`config.mk`:
```
export PLATFORM = sky130hd
export DESIGN_NAME = clkdiv_bank
export DESIGN_NICKNAME = d
export VERILOG_FILES = /design/src/rtl/clkdiv_pkg.sv /design/src/rtl/clkdiv_chan.sv /design/src/rtl/clkdiv_bank.sv
export SDC_FILE = /design/constraint.sdc
export NUM_CORES = 1
export LEC_CHECK = 0
export ABC_AREA = 1
export CAP_MARGIN = 0
export CORE_MARGIN = 5
export CORE_UTILIZATION = 35
export DETAILED_ROUTE_END_ITERATION = 10
export GPL_TIMING_DRIVEN = 0
export PLACE_DENSITY_LB_ADDON = 0.1
export SETUP_SLACK_MARGIN = 0.1
export SYNTH_ARGS = -nofsm -noshare
export SYNTH_HDL_FRONTEND = slang
export SYNTH_SLANG_ARGS = --single-unit
```
`constraint.sdc`:
```
create_clock -name clk_i -period 12.39 [get_ports clk_i]
set_input_delay 1.239 -clock clk_i [delete_from_list [all_inputs] [get_ports clk_i]]
set_output_delay 1.239 -clock clk_i [all_outputs]
set_load 0.01 [all_outputs]
```
`src/rtl/clkdiv_pkg.sv`:
```
// clkdiv_pkg: shared constants and types for the clkdiv_bank divider bank.
//   CNT_W_DEF    default counter/divisor width
//   NCH_DEF      default channel count
//   DIV_*        standard timebase divisors at 50 MHz
//   DIV_RST_DEF  default packed reset divisors, channel 0 in the low slice
//   ch_sel_w()   width of the channel-select field (minimum 1)
package clkdiv_pkg;

  localparam int unsigned CNT_W_DEF = 32;
  localparam int unsigned NCH_DEF   = 4;

  typedef logic [CNT_W_DEF-1:0] div_t;

  localparam div_t DIV_1MS   = 32'd49999;
  localparam div_t DIV_20MS  = 32'd999999;
  localparam div_t DIV_10KHZ = 32'd4999;
  localparam div_t DIV_05HZ  = 32'd99999999;

  // Channel 0 = 1 ms, 1 = 20 ms, 2 = 10 kHz, 3 = 0.5 Hz.
  localparam logic [NCH_DEF*CNT_W_DEF-1:0] DIV_RST_DEF =
    {DIV_05HZ, DIV_10KHZ, DIV_20MS, DIV_1MS};

  function automatic int unsigned ch_sel_w(input int unsigned n);
    int unsigned w;
    if (n > 32'd1) begin
      w = $clog2(n);
    end else begin
      w = 32'd1;
    end
    return w;
  endfunction

endpackage

```
`src/rtl/clkdiv_chan.sv`:
```
// clkdiv_chan: one programmable divider channel.
//   clk_i     system clock
//   rst_i     asynchronous reset, active-high
//   en_i      run enable; low holds the channel cleared and applies writes at once
//   sync_i    restart/phase-align (present only with CLKDIV_SYNC_EN defined)
//   wr_i      divisor write strobe already decoded for this channel
//   wr_div_i  new divisor
//   tick_o    one-cycle pulse every D+1 cycles
//   clk_o     square wave toggling on each tick
//   pend_o    shadow divisor waiting for the next period boundary
// Configuration macro: CLKDIV_SYNC_EN.
module clkdiv_chan
  import clkdiv_pkg::*;
#(
  parameter int unsigned          CNT_W    = CNT_W_DEF,
  parameter logic [CNT_W-1:0]     DIV_INIT = {CNT_W{1'b0}}
) (
  input  logic             clk_i,
  input  logic             rst_i,
  input  logic             en_i,
`ifdef CLKDIV_SYNC_EN
  input  logic             sync_i,
`endif
  input  logic             wr_i,
  input  logic [CNT_W-1:0] wr_div_i,
  output logic             tick_o,
  output logic             clk_o,
  output logic             pend_o
);

  localparam logic [CNT_W-1:0] CNT_ONE  = CNT_W'(1);
  localparam logic [CNT_W-1:0] CNT_ZERO = {CNT_W{1'b0}};

  logic [CNT_W-1:0] cnt_q, cnt_d;
  logic [CNT_W-1:0] div_q, div_d;
  logic [CNT_W-1:0] shd_q, shd_d;
  logic             pend_q, pend_d;
  logic             tick_q, tick_d;
  logic             clk_q, clk_d;
  logic             term_s;
  logic             restart_s;

`ifdef CLKDIV_SYNC_EN
  assign restart_s = ~en_i | sync_i;
`else
  assign restart_s = ~en_i;
`endif

  assign term_s = (cnt_q == div_q);

  // Next-state logic. While pend is low the shadow always equals the active
  // divisor, so every reload point can simply copy the shadow (or a
  // coincident write) into D without looking at pend.
  always_comb begin
    cnt_d  = cnt_q;
    div_d  = div_q;
    shd_d  = shd_q;
    pend_d = pend_q;
    tick_d = 1'b0;
    clk_d  = clk_q;
    if (restart_s) begin
      // Disabled or aligning: clear the period and take the newest divisor.
      cnt_d  = CNT_ZERO;
      tick_d = 1'b0;
      clk_d  = 1'b0;
      pend_d = 1'b0;
      if (wr_i) begin
        shd_d = wr_div_i;
        div_d = wr_div_i;
      end else begin
        div_d = shd_q;
      end
    end else if (term_s) begin
      // Period boundary: tick, toggle, reload.
      cnt_d  = CNT_ZERO;
      tick_d = 1'b1;
      clk_d  = ~clk_q;
      pend_d = 1'b0;
      if (wr_i) begin
        shd_d = wr_div_i;
        div_d = wr_div_i;
      end else begin
        div_d = shd_q;
      end
    end else begin
      cnt_d  = cnt_q + CNT_ONE;
      tick_d = 1'b0;
      if (wr_i) begin
        shd_d  = wr_div_i;
        pend_d = 1'b1;
      end else begin
        pend_d = pend_q;
      end
    end
  end

  // Channel state registers.
  always_ff @(posedge clk_i or posedge rst_i) begin
    if (rst_i) begin
      cnt_q  <= CNT_ZERO;
      div_q  <= DIV_INIT;
      shd_q  <= DIV_INIT;
      pend_q <= 1'b0;
      tick_q <= 1'b0;
      clk_q  <= 1'b0;
    end else begin
      cnt_q  <= cnt_d;
      div_q  <= div_d;
      shd_q  <= shd_d;
      pend_q <= pend_d;
      tick_q <= tick_d;
      clk_q  <= clk_d;
    end
  end

  assign tick_o = tick_q;
  assign clk_o  = clk_q;
  assign pend_o = pend_q;

endmodule

```
`src/rtl/clkdiv_bank.sv`:
```
// clkdiv_bank: bank of NCH independent runtime-programmable clock dividers.
//   clk_i      system clock
//   rst_i      asynchronous reset, active-high
//   en_i       per-channel run enable [NCH]
//   sync_i     restart and phase-align all enabled channels
//   wr_en_i    divisor write strobe
//   wr_ch_i    target channel; values >= NCH are ignored
//   wr_div_i   new divisor [CNT_W]
//   tick_o     one-cycle pulse per channel period [NCH]
//   clk_out_o  50% square wave per channel [NCH]
//   pend_o     divisor written but not yet applied [NCH]
// Configuration macro: CLKDIV_SYNC_EN (undefined -> sync_i ignored).
module clkdiv_bank
  import clkdiv_pkg::*;
#(
  parameter int unsigned              NCH     = NCH_DEF,
  parameter int unsigned              CNT_W   = CNT_W_DEF,
  parameter logic [NCH*CNT_W-1:0]     DIV_RST = DIV_RST_DEF,
  localparam int unsigned             WCH_W   = ch_sel_w(NCH)
) (
  input  logic             clk_i,
  input  logic             rst_i,
  input  logic [NCH-1:0]   en_i,
  input  logic             sync_i,
  input  logic             wr_en_i,
  input  logic [WCH_W-1:0] wr_ch_i,
  input  logic [CNT_W-1:0] wr_div_i,
  output logic [NCH-1:0]   tick_o,
  output logic [NCH-1:0]   clk_out_o,
  output logic [NCH-1:0]   pend_o
);

  localparam logic [WCH_W:0] NCH_L = (WCH_W+1)'(NCH);

  logic wr_ok_s;

  // Out-of-range channel numbers must not alias onto a real channel.
  assign wr_ok_s = wr_en_i & ({1'b0, wr_ch_i} < NCH_L);

`ifndef CLKDIV_SYNC_EN
  logic unused_sync_s;
  assign unused_sync_s = sync_i;
`endif

  for (genvar i = 0; i < NCH; i++) begin : g_chan
    localparam logic [WCH_W-1:0] CH_IDX = WCH_W'(i);
    logic wr_hit_s;

    assign wr_hit_s = wr_ok_s & (wr_ch_i == CH_IDX);

    clkdiv_chan #(
      .CNT_W    (CNT_W),
      .DIV_INIT (DIV_RST[i*CNT_W +: CNT_W])
    ) u_chan (
      .clk_i    (clk_i),
      .rst_i    (rst_i),
      .en_i     (en_i[i]),
`ifdef CLKDIV_SYNC_EN
      .sync_i   (sync_i),
`endif
      .wr_i     (wr_hit_s),
      .wr_div_i (wr_div_i),
      .tick_o   (tick_o[i]),
      .clk_o    (clk_out_o[i]),
      .pend_o   (pend_o[i])
    );
  end

endmodule
```
==> metrics.yaml, run 1 <==
outcome: "finished clean"
insertion_delay_ns: 0.58
internal_power_w: 0.00242
yosysMostFrequentCell: "nand2_1"
endpoint_kind: "register"
finalWeightedCongestion: 0.876
avgViaCountPerCell: 4.74
share_comb_of_total_power_pct: 11.2
drtIter0Drc: 981
async_flop_share_pct: 100
antenna_found_initial: 6
h-tree-depth: 2
final_max_slew_viol_count: 0
yosys-top-cells-count: "nand2_1 (783), dfrtp_1 (302), nor2_1 (286)"
synth.net_count: 2406
cp.required_ns: 12.90
core-area_um2: 53900
power_leakage_nw: 9.84
syn_avg_cell_area_um2: 8.09
crit_chain: "clkdlybuf4s50_1 > inv_1 > nor3_1 > inv_2 > clkbuf_1 > o21ai_0 > nand2_1 > nand2_1"
cts_resized: 0
grt-ovfl-total: 0
crit_fanout: 10
vias: 15200
seq_power_share_pct: 47.0
path_common_cell: "nand2_1"
postCtsHoldBufs: 0
hp-start: "g_chan[0].u_chan.div_q[14]$_DFFE_PP1P_"
rows: 85
numCtsBuffers: 47
final_nets: 2507
ys.flop_type: "dfrtp_1"
post_cts_buffers: 0
finClkSkew_ns: 0.0183
die_w_um: 244
area_delta_synth_final_pct: 15.6
relSlewSlack_pct: 24.3
io_buffers: 49
multiInputGateArea_um2: 7870
hold_path.class: "register to register"
fin_crit_sh_pct: 27.3
finalSetupViolations: 0
switching_share_pct: 26.5
start_util_pct: 35.4
fin_crit_ns: 3.38
dr.pass1.iters: 5
ys_ff_latch: 396
synth_edf_count: 0
synth_area_leaders: "dfrtp_1 (40%), nand2_1 (15%), dfstp_2 (13%)"
drv_cap: 0
postLayoutCoreUtil_pct: 40.9
seq_area_um2: 10000
grt_setup_unrepaired: "no"
dieArea_um2: 59300
drive_above_1_share_pct: 9.44
wl_per_cell_um: 16.7
fillers: 5628
critPathArrivalTime_ns: 3.89
post-dp-hpwl_um: 38800
tightestPinTransition_ns: 1.13
cts_sinks: 396
die-height_um: 244
yosysTopAreaCell: "dfrtp_1"
ys_seq_area_share_pct: 52.5
clk_pin_slew_ns: 0.06
ios: 54
vdd_drop_max_mv: 0.0909
drc: 0
grt_pass1_wl_um: 85600
ctsRootBufferMaster: "clkbuf_16"
fmax_mhz: 296
max_stage_delay_ns: 0.86
startpoint: "wr_en_i"
slowest_stage: "nor3_1"
start_kind: "input pin"
wl_um: 53500
synth.top_cell.area_share_pct: 39.6
grt_use_total_pct: 18.0
cts_tree: "done"
power_density_nw_per_um2: 149
ys_types: 30
fin_setup_tns_ns: 0
pwr-share-clk_pct: 41.8
yosysWarnings: 0
r2r_start: "g_chan[1].u_chan.div_q[0]$_DFFE_PP1P_"
grt_pass1_vias: 15500
antenna_left: 0
cts.path.max_buffers: 3
syn_area_um2: 19100
synthCells: 2360
critPathKind: "input pin to register"
grt_max_degree: 122
finalHoldViolCount: 0
power_switching_w: 0.000873
[metrics by stage]
stage                     power [W]  hold WS, ns  instances  setup WS, ns  instance area (um2)
after floorplan             0.00182        0.462       2360         0.296                19100
after detailed placement    0.00195        0.486       3108          8.49                20500
final                       0.00329        0.494       3198          9.01                22100
after global placement      0.00194        0.483       3105         -5.27                20400
after global routing        0.00347        0.512       3196          8.66                22100
after CTS                   0.00335        0.497       3196          9.12                22100
[routing by layer]
metal	up-vias	global-route usage [%]	share of wire [%]
met2	271	28.0	44
met4	0	4.65	2.2
met3	73	3.62	5.2
li1	7557	-	-
met1	7272	25.7	48
met5	-	0	0
[cell families after synthesis]
kind of cell	synth area share (%)
adders and majority gates	0.262
xor gates and xnor gates	8.44
buffers and inverters	6.27
and+or+nand+nor	28.9
DFF	52.5
AOI/OAI and AO/OA	3.55
[path summary, 6_finish.rpt]
| kind | cells past startpoint | slack, ns | to |
|---|---|---|---|
| setup reg to reg | 11 | 10.35 | g_chan[1].u_chan.div_q[31]$_DFFE_PP0P_ |
| setup / recovery | 8 | 9.01 | g_chan[0].u_chan.div_q[6]$_DFFE_PP1P_ |
| max in group asynchronous | 4 | 9.92 | g_chan[0].u_chan.shd_q[26]$_DFF_PP0_ |
| hold reg to reg | 2 | 0.49 | g_chan[0].u_chan.div_q[14]$_DFFE_PP1P_ |
| hold / removal | 2 | 0.49 | g_chan[0].u_chan.div_q[14]$_DFFE_PP1P_ |
| min in group asynchronous | 2 | 1.06 | g_chan[1].u_chan.div_q[6]$_DFFE_PP0P_ |
[layout by cell type, fill, tap and decap left out, types with 9 or more instances in the layout]
cell type        Yosys  final
o21ai_0            127    127
clkbuf_16            0     49
dfrtp_1            302    302
clkdlybuf4s50_1      0     49
nand4_1             17     17
buf_1               12     12
xnor2_1            106    106
inv_1              187    186
buf_2               26     26
clkbuf_8             0      9
dfstp_2             94     94
buf_4               19     19
nor3_1              57     57
clkbuf_1            34     51
nand2_1            783    783
nor2_1             286    286
xor2_1              78     78
nand3_1            195    195
[power groups by stage]
stage,registers [W],clock network [W],logic [W]
after floorplan,0.00154,0,0.000271
after global placement,0.00157,0,0.000367
after detailed placement,0.00157,0,0.000376
after CTS,0.00155,0.00142,0.000377
after global routing,0.00156,0.00147,0.000431
final,0.00155,0.00137,0.000369
[cell type report]
| type | instances | area share, % |
|---|---|---|
| clock buffers | 75 | 6.41 |
| repair buffers | 52 | 2.60 |
| plain buffers | 94 | 2.17 |
| diodes | 2 | 0.0227 |
| clock inverters | 13 | 0.521 |
| flip-flops and latches | 396 | 45.4 |
| inverters | 191 | 3.28 |
| multi-input cells | 1679 | 35.6 |
| well taps | 696 | 3.95 |
[worst max-delay path: cells and delay by family]
family          cells  cell delay [ns]
buf+inv             4             1.16
compound gates      1             0.42
simple gates        3             1.07
[sequential cells by signal, indices dropped and copies added, names as in the netlist]
signal / flops
g_chan.u_chan.clk_o: 4
g_chan.u_chan.tick_o: 4
g_chan.u_chan.shd_q: 128
g_chan.u_chan.div_q: 128
g_chan.u_chan.cnt_q: 128
g_chan.u_chan.pend_o: 4
(Power assumes the default switching activity.)
==> run 2: changes to the inputs <==
==> constraint.sdc (replaced) <==
create_clock -name clk_i -period 2.7 [get_ports clk_i]
set_input_delay 0.27 -clock clk_i [delete_from_list [all_inputs] [get_ports clk_i]]
set_output_delay 0.27 -clock clk_i [all_outputs]
set_load 0.01 [all_outputs]
==> metrics.yaml, run 2 (synthesis gave the netlist of run 1 again) <==
outcome: "finished clean"
grt_pass1_vias: 15600  # +1.0%
fin_crit_sh_pct: 76.7
diodes: 0  # -2
place_area_um2: 20700  # +0.79%
fin_crit_ns: 2.07
area_delta_synth_final_pct: 16.8
crit_end: "g_chan[2].u_chan.div_q[1]$_DFFE_PP1P_"
cts_sinks: 396  # unchanged
antenna_found_initial: 4  # -2
vdd_drop_max_mv: 0.491  # +440%
grt_setup_unrepaired: "no"
crit_chain: "xnor2_1 > nand2_1 > nor2_1 > nand2_1 > nor2_1 > nand2_2 > nand2_2 > buf_2 > nand2_1 > nand2_1"
dieArea_um2: 59300  # unchanged
die_w_um: 244  # unchanged
cp.required_ns: 3.21  # -9.69 ns
start_util_pct: 35.4  # unchanged
path_buf_inv: 1  # -3
insertion_delay_ns: 0.58  # about the same
wl_per_cell_um: 16.7  # about the same
core-area_um2: 53900  # unchanged
post-dp-hpwl_um: 40200  # +3.4%
startpoint: "g_chan[2].u_chan.div_q[31]$_DFFE_PP0P_"
finalSetupViolations: 0  # unchanged
ios: 54  # unchanged
cp_num_cells: 10  # +2
antenna_left: 0  # unchanged
drv_cap: 0  # unchanged
instances_no_fill: 3202  # +0.13%
io_buffers: 49  # unchanged
reg_top3: "g_chan.u_chan.cnt_q: 128 flops, g_chan.u_chan.div_q: 128 flops, g_chan.u_chan.shd_q: 128 flops"
layout_common_cells: "nand2_1 (783), dfrtp_1 (302), nor2_1 (286)"
endpoint_kind: "register"
r2r_start: "g_chan[2].u_chan.div_q[31]$_DFFE_PP0P_"
critPathTopFamily: "simple AND/OR/NAND/NOR gates"
final_cell_area_um2: 22300  # +1.0%
finalHoldViolCount: 0  # unchanged
slowest_stage: "dfrtp_1"
final_max_slew_viol_count: 0  # unchanged
avgViaCountPerCell: 4.76  # +0.35%
numCtsBuffers: 47  # unchanged
vias: 15200  # +0.47%
grt_pass1_wl_um: 85800  # +0.27%
whs_ns: 0.141  # -0.352 ns
finalWeightedCongestion: 0.848  # -3.2%
wl_um: 53500  # +0.10%
drc: 0  # unchanged
cts_tree: "done"
clk_pin_slew_ns: 0.06  # about the same
finClkSkew_ns: 0.0134  # -0.00489 ns
ff2ff_setup_slack_ns: 0.63  # -9.72 ns
start_kind: "register"
post_cts_buffers: 0  # unchanged
rows: 85  # unchanged
grt_use_total_pct: 18.1  # +0.10 points
final_nets: 2516  # +0.36%
h-tree-depth: 2  # unchanged
drive_above_1_share_pct: 9.94  # +0.50 points
critPathArrivalTime_ns: 2.59  # -1.30 ns
path_common_cell: "nand2_1"
cts.path.max_buffers: 3  # unchanged
dr.pass1.iters: 5  # unchanged
r2r_end: "g_chan[2].u_chan.div_q[1]$_DFFE_PP1P_"
grt_max_degree: 40  # -67%
hold_path.class: "input pin to async pin"
layout_commonest_cell: "nand2_1"
placedCellCount: 3117  # +0.29%
rr_worst_depth: 10  # -1
fmax_mhz: 483
drtIter0Drc: 911  # -7.1%
power_w: 0.0153  # +370%
power_leakage_nw: 9.95  # +1.1%
grt-ovfl-total: 0  # unchanged
die-height_um: 244  # unchanged
power_density_nw_per_um2: 687  # +360%
crit_fanout: 10  # unchanged
ctsRootBufferMaster: "clkbuf_16"
max_stage_delay_ns: 0.40  # -0.46 ns
critPathKind: "register to register"
relSlewSlack_pct: 52.8  # +28 points
tightestPinTransition_ns: 0.704  # -0.422 ns
[run 2: how the worst min path moves through the flow]
stage                                           startpoint                                     end  cells after the start
global route                                         rst_i    g_chan[2].u_chan.cnt_q[26]$_DFF_PP0_                      2
CTS                                                  rst_i    g_chan[2].u_chan.cnt_q[26]$_DFF_PP0_                      2
global placement       g_chan[2].u_chan.shd_q[4]$_DFF_PP0_     g_chan[2].u_chan.shd_q[4]$_DFF_PP0_                      2
detailed placement  g_chan[1].u_chan.div_q[14]$_DFFE_PP1P_  g_chan[1].u_chan.div_q[14]$_DFFE_PP1P_                      2
finish                                               rst_i    g_chan[2].u_chan.cnt_q[26]$_DFF_PP0_                      2
floorplan                                       wr_ch_i[0]     g_chan[1].u_chan.pend_o$_DFFE_PP0P_                      2
[run 2: what timing repair did]
item | 4_1_cts | 5_1_grt
resized for setup | 0 | 1
endpoints found under the setup margin | 0 | 1
hold buffers | 0 | 0
[run 2: through the flow]
stage | setup TNS [ns] | worst slack, ns | util, %
after floorplan | -982.32 | -2.82 | -
after global placement | -2082.22 | -5.80 | 37.9
after detailed placement | -4.62 | -0.212 | 38.4
after CTS | 0 | 0.404 | 41.3
after global routing | 0 | 0.393 | 41.4
final | 0 | 0.629 | 41.4
[run 2: worst reg2reg max path, stage by stage, from the launching register on]
cell and delay (ns):
dfrtp_1 0.40, xnor2_1 0.26, nand2_1 0.08, nor2_1 0.12, nand2_1 0.08, nor2_1 0.25
nand2_2 0.15, nand2_2 0.17, buf_2 0.29, nand2_1 0.12, nand2_1 0.08
[run 2: power by group]
| part | total [W] | switching (W) | internal (W) |
|---|---|---|---|
| clock | 0.00650 | 0.00253 | 0.00398 |
| combinational | 0.00173 | 0.00104 | 0.000683 |
| sequential | 0.00710 | 0.000360 | 0.00674 |
| total | 0.0153 | 0.00393 | 0.0114 |
[run 2: final cells by class]
type / instances / area, um2
Tap cell: 696 / 871
Buffer: 94 / 479
Clock inverter: 11 / 133
Fill cell: 5551 / 31600
Multi-Input combinational cell: 1679 / 7870
Inverter: 191 / 721
Sequential cell: 396 / 10000
Timing Repair Buffer: 61 / 738
Clock buffer: 74 / 1460
[run 2: routing by layer]
layer,global-route usage [%],share of wire [%],wire length [um],vias to the layer above
li1,-,-,-,7570
met1,25.5,48,25600,7359
met2,29.4,46,24500,256
met3,3.01,4.6,2470,60
met4,3.95,1.6,870,0
met5,0,0,0,-
==> run 3: changes to the inputs <==
==> constraint.sdc (replaced) <==
create_clock -name clk_i -period 1.86 [get_ports clk_i]
set_input_delay 0.186 -clock clk_i [delete_from_list [all_inputs] [get_ports clk_i]]
set_output_delay 0.186 -clock clk_i [all_outputs]
set_load 0.01 [all_outputs]
==> metrics.yaml, run 3 (synthesis gave the netlist of run 1 again) <==
outcome: "finished clean"
use_met1_pct: 25.7  # +0.18 points
grt.met3_usage_pct: 3.06  # +0.044 points
io_buffers: 49  # unchanged
final_max_slew_viol_count: 0  # unchanged
place_area_um2: 20700  # unchanged
die_w_um: 244  # unchanged
grt_max_degree: 40  # unchanged
drtIter0Drc: 835  # -8.3%
grt_setup_unrepaired: "yes"
grt-ovfl-total: 0  # unchanged
fmax_mhz: 539  # +12%
finClkSkew_ns: 0.0105  # -0.00292 ns
wl_per_cell_um: 17.3  # +3.4%
clk_pin_slew_ns: 0.06  # about the same
power_leakage_nw: 10.9  # +9.6%
fin_crit_ns: 1.86  # -0.216 ns
insertion_delay_ns: 0.58  # about the same
tightestPinTransition_ns: 1.10  # +0.395 ns
vias: 15700  # +2.9%
cts_tree: "done"
area_delta_synth_final_pct: 29.4
final_nets: 2578  # +2.5%
dieArea_um2: 59300  # unchanged
ios: 54  # unchanged
cp.required_ns: 2.32  # -0.89 ns
wl_um: 56400  # +5.5%
numCtsBuffers: 47  # unchanged
postCtsHoldBufs: 0  # unchanged
hold_path.class: "input pin to async pin"
grt_use_total_pct: 18.2  # +0.12 points
vdd_drop_max_mv: 0.708  # +44%
drc: 0  # unchanged
antenna_left: 0  # unchanged
h-tree-depth: 2  # unchanged
start_util_pct: 35.4  # unchanged
busiest_layer: "met2"
power_density_nw_per_um2: 925  # +35%
cts_sinks: 396  # unchanged
start_kind: "register"
power_w: 0.0228  # +49%
ctsRootBufferMaster: "clkbuf_16"
crit_fanout: 7  # -3
fin_setup_tns_ns: 0  # unchanged
dr.pass1.iters: 5  # unchanged
post-dp-hpwl_um: 40200  # unchanged
grt_pass1_wl_um: 86300  # +0.60%
finalWeightedCongestion: 0.848  # unchanged
critPathKind: "register to register"
drive_above_1_share_pct: 22.3  # +12 points
critPathArrivalTime_ns: 2.31  # -0.28 ns
avgViaCountPerCell: 4.81  # +0.95%
die-height_um: 244  # unchanged
cts.path.max_buffers: 3  # unchanged
core-area_um2: 53900  # unchanged
rows: 85  # unchanged
fin_crit_sh_pct: 99.8  # +23 points
drv_cap: 0  # unchanged
layout_commonest_cell: "nand2_1"
finalHoldViolCount: 0  # unchanged
antenna_found_initial: 4  # unchanged
finalSetupViolations: 0  # unchanged
layout_common_cells: "nand2_1 (696), dfrtp_1 (287), nor2_1 (198)"
relSlewSlack_pct: 26.7  # -26 points
met2_usage_pct: 29.5  # +0.058 points
grt_pass1_vias: 15700  # +0.69%
fillers: 5321  # -4.1%
ff2ff_setup_slack_ns: 0.005  # -0.62 ns
final_cell_area_um2: 24700  # +11%
reg_top3: "g_chan.u_chan.cnt_q: 128 flops, g_chan.u_chan.div_q: 128 flops, g_chan.u_chan.shd_q: 128 flops"
endpoint_kind: "register"
[run 3: changes by cell type in the layout (fill, tap and decap cells not counted), sizes merged]
cell           change
nand2              +4
clkbuf            +14
dlygate4sd2       +10
clkdlybuf4s50     -10
diode              +1
clkinvlp           +1
buf               +43
[run 3: timing repair]
| action | in CTS | in global routing |
|---|---|---|
| setup endpoints to repair | 294 | 294 |
| resized for setup | 85 | 389 |
| pin swaps | 11 | 114 |
| cloned | 2 | 25 |
| setup buffers | 8 | 28 |
[run 3: report_power, final]
part | switching (W) | internal (W) | total [W]
Combinational | 0.00177 | 0.00127 | 0.00304
Clock | 0.00369 | 0.00577 | 0.00946
Sequential | 0.000561 | 0.00978 | 0.0103
Total | 0.00601 | 0.0168 | 0.0228
[run 3: metal layers]
layer | vias up | share of wire, %
met5 | - | 0
met4 | 0 | 1.7
met3 | 63 | 4.1
met2 | 248 | 47
met1 | 7669 | 47
li1 | 7713 | -
[run 3: area by class of cell]
| class | instances | area [um2] | share of cell area (%) |
|---|---|---|---|
| antenna | 1 | 2.50 | 0.0101 |
| buffer | 94 | 786 | 3.18 |
| clock buffer | 74 | 1460 | 5.91 |
| clock inverter | 11 | 133 | 0.537 |
| inverter | 191 | 721 | 2.92 |
| multi-input combinational | 1683 | 9110 | 36.9 |
| sequential | 396 | 10000 | 40.7 |
| tap | 696 | 871 | 3.53 |
| timing repair buffer | 118 | 1550 | 6.29 |
| timing repair inverter | 1 | 5.00 | 0.0203 |
[run 3: per-stage QoR]
| step | setup WS (ns) | hold slack [ns] | cells | utilization (%) |
|---|---|---|---|---|
| final | 0.00460 | 0.118 | 3265 | 45.8 |
| after detailed placement | -0.968 | 0.485 | 3117 | 38.4 |
| after CTS | 0.0430 | 0.0357 | 3212 | 42.0 |
| after global placement | -6.55 | 0.484 | 3105 | 37.9 |
| after floorplan | -3.58 | 0.367 | 2360 | - |
| after global routing | -0.0857 | 0.152 | 3264 | 45.8 |
[run 3: path summary, 6_finish.rpt]
path                                                         from                                      to  cells after the start
setup / recovery           g_chan[3].u_chan.div_q[16]$_DFFE_PP1P_    g_chan[3].u_chan.cnt_q[11]$_DFF_PP0_                     10
max in group asynchronous                                   rst_i   g_chan[1].u_chan.div_q[3]$_DFFE_PP1P_                      7
min in group clk_i                                        en_i[3]  g_chan[3].u_chan.div_q[29]$_DFFE_PP0P_                      3
hold reg to reg            g_chan[0].u_chan.div_q[15]$_DFFE_PP1P_  g_chan[0].u_chan.div_q[15]$_DFFE_PP1P_                      2
hold / removal                                              rst_i    g_chan[2].u_chan.shd_q[26]$_DFF_PP0_                      3
setup reg to reg           g_chan[3].u_chan.div_q[16]$_DFFE_PP1P_    g_chan[3].u_chan.cnt_q[11]$_DFF_PP0_                     10
[run 3: critical path, cell delays in order (launching register included)]
cell       delay [ns]
dfstp_2          0.56
xnor2_2          0.11
nand2_1          0.07
nor2_1           0.12
nand2_1          0.10
nor2_4           0.20
nand2_8          0.12
nand2_8          0.11
buf_12           0.16
clkbuf_16        0.15
nor2_2           0.03
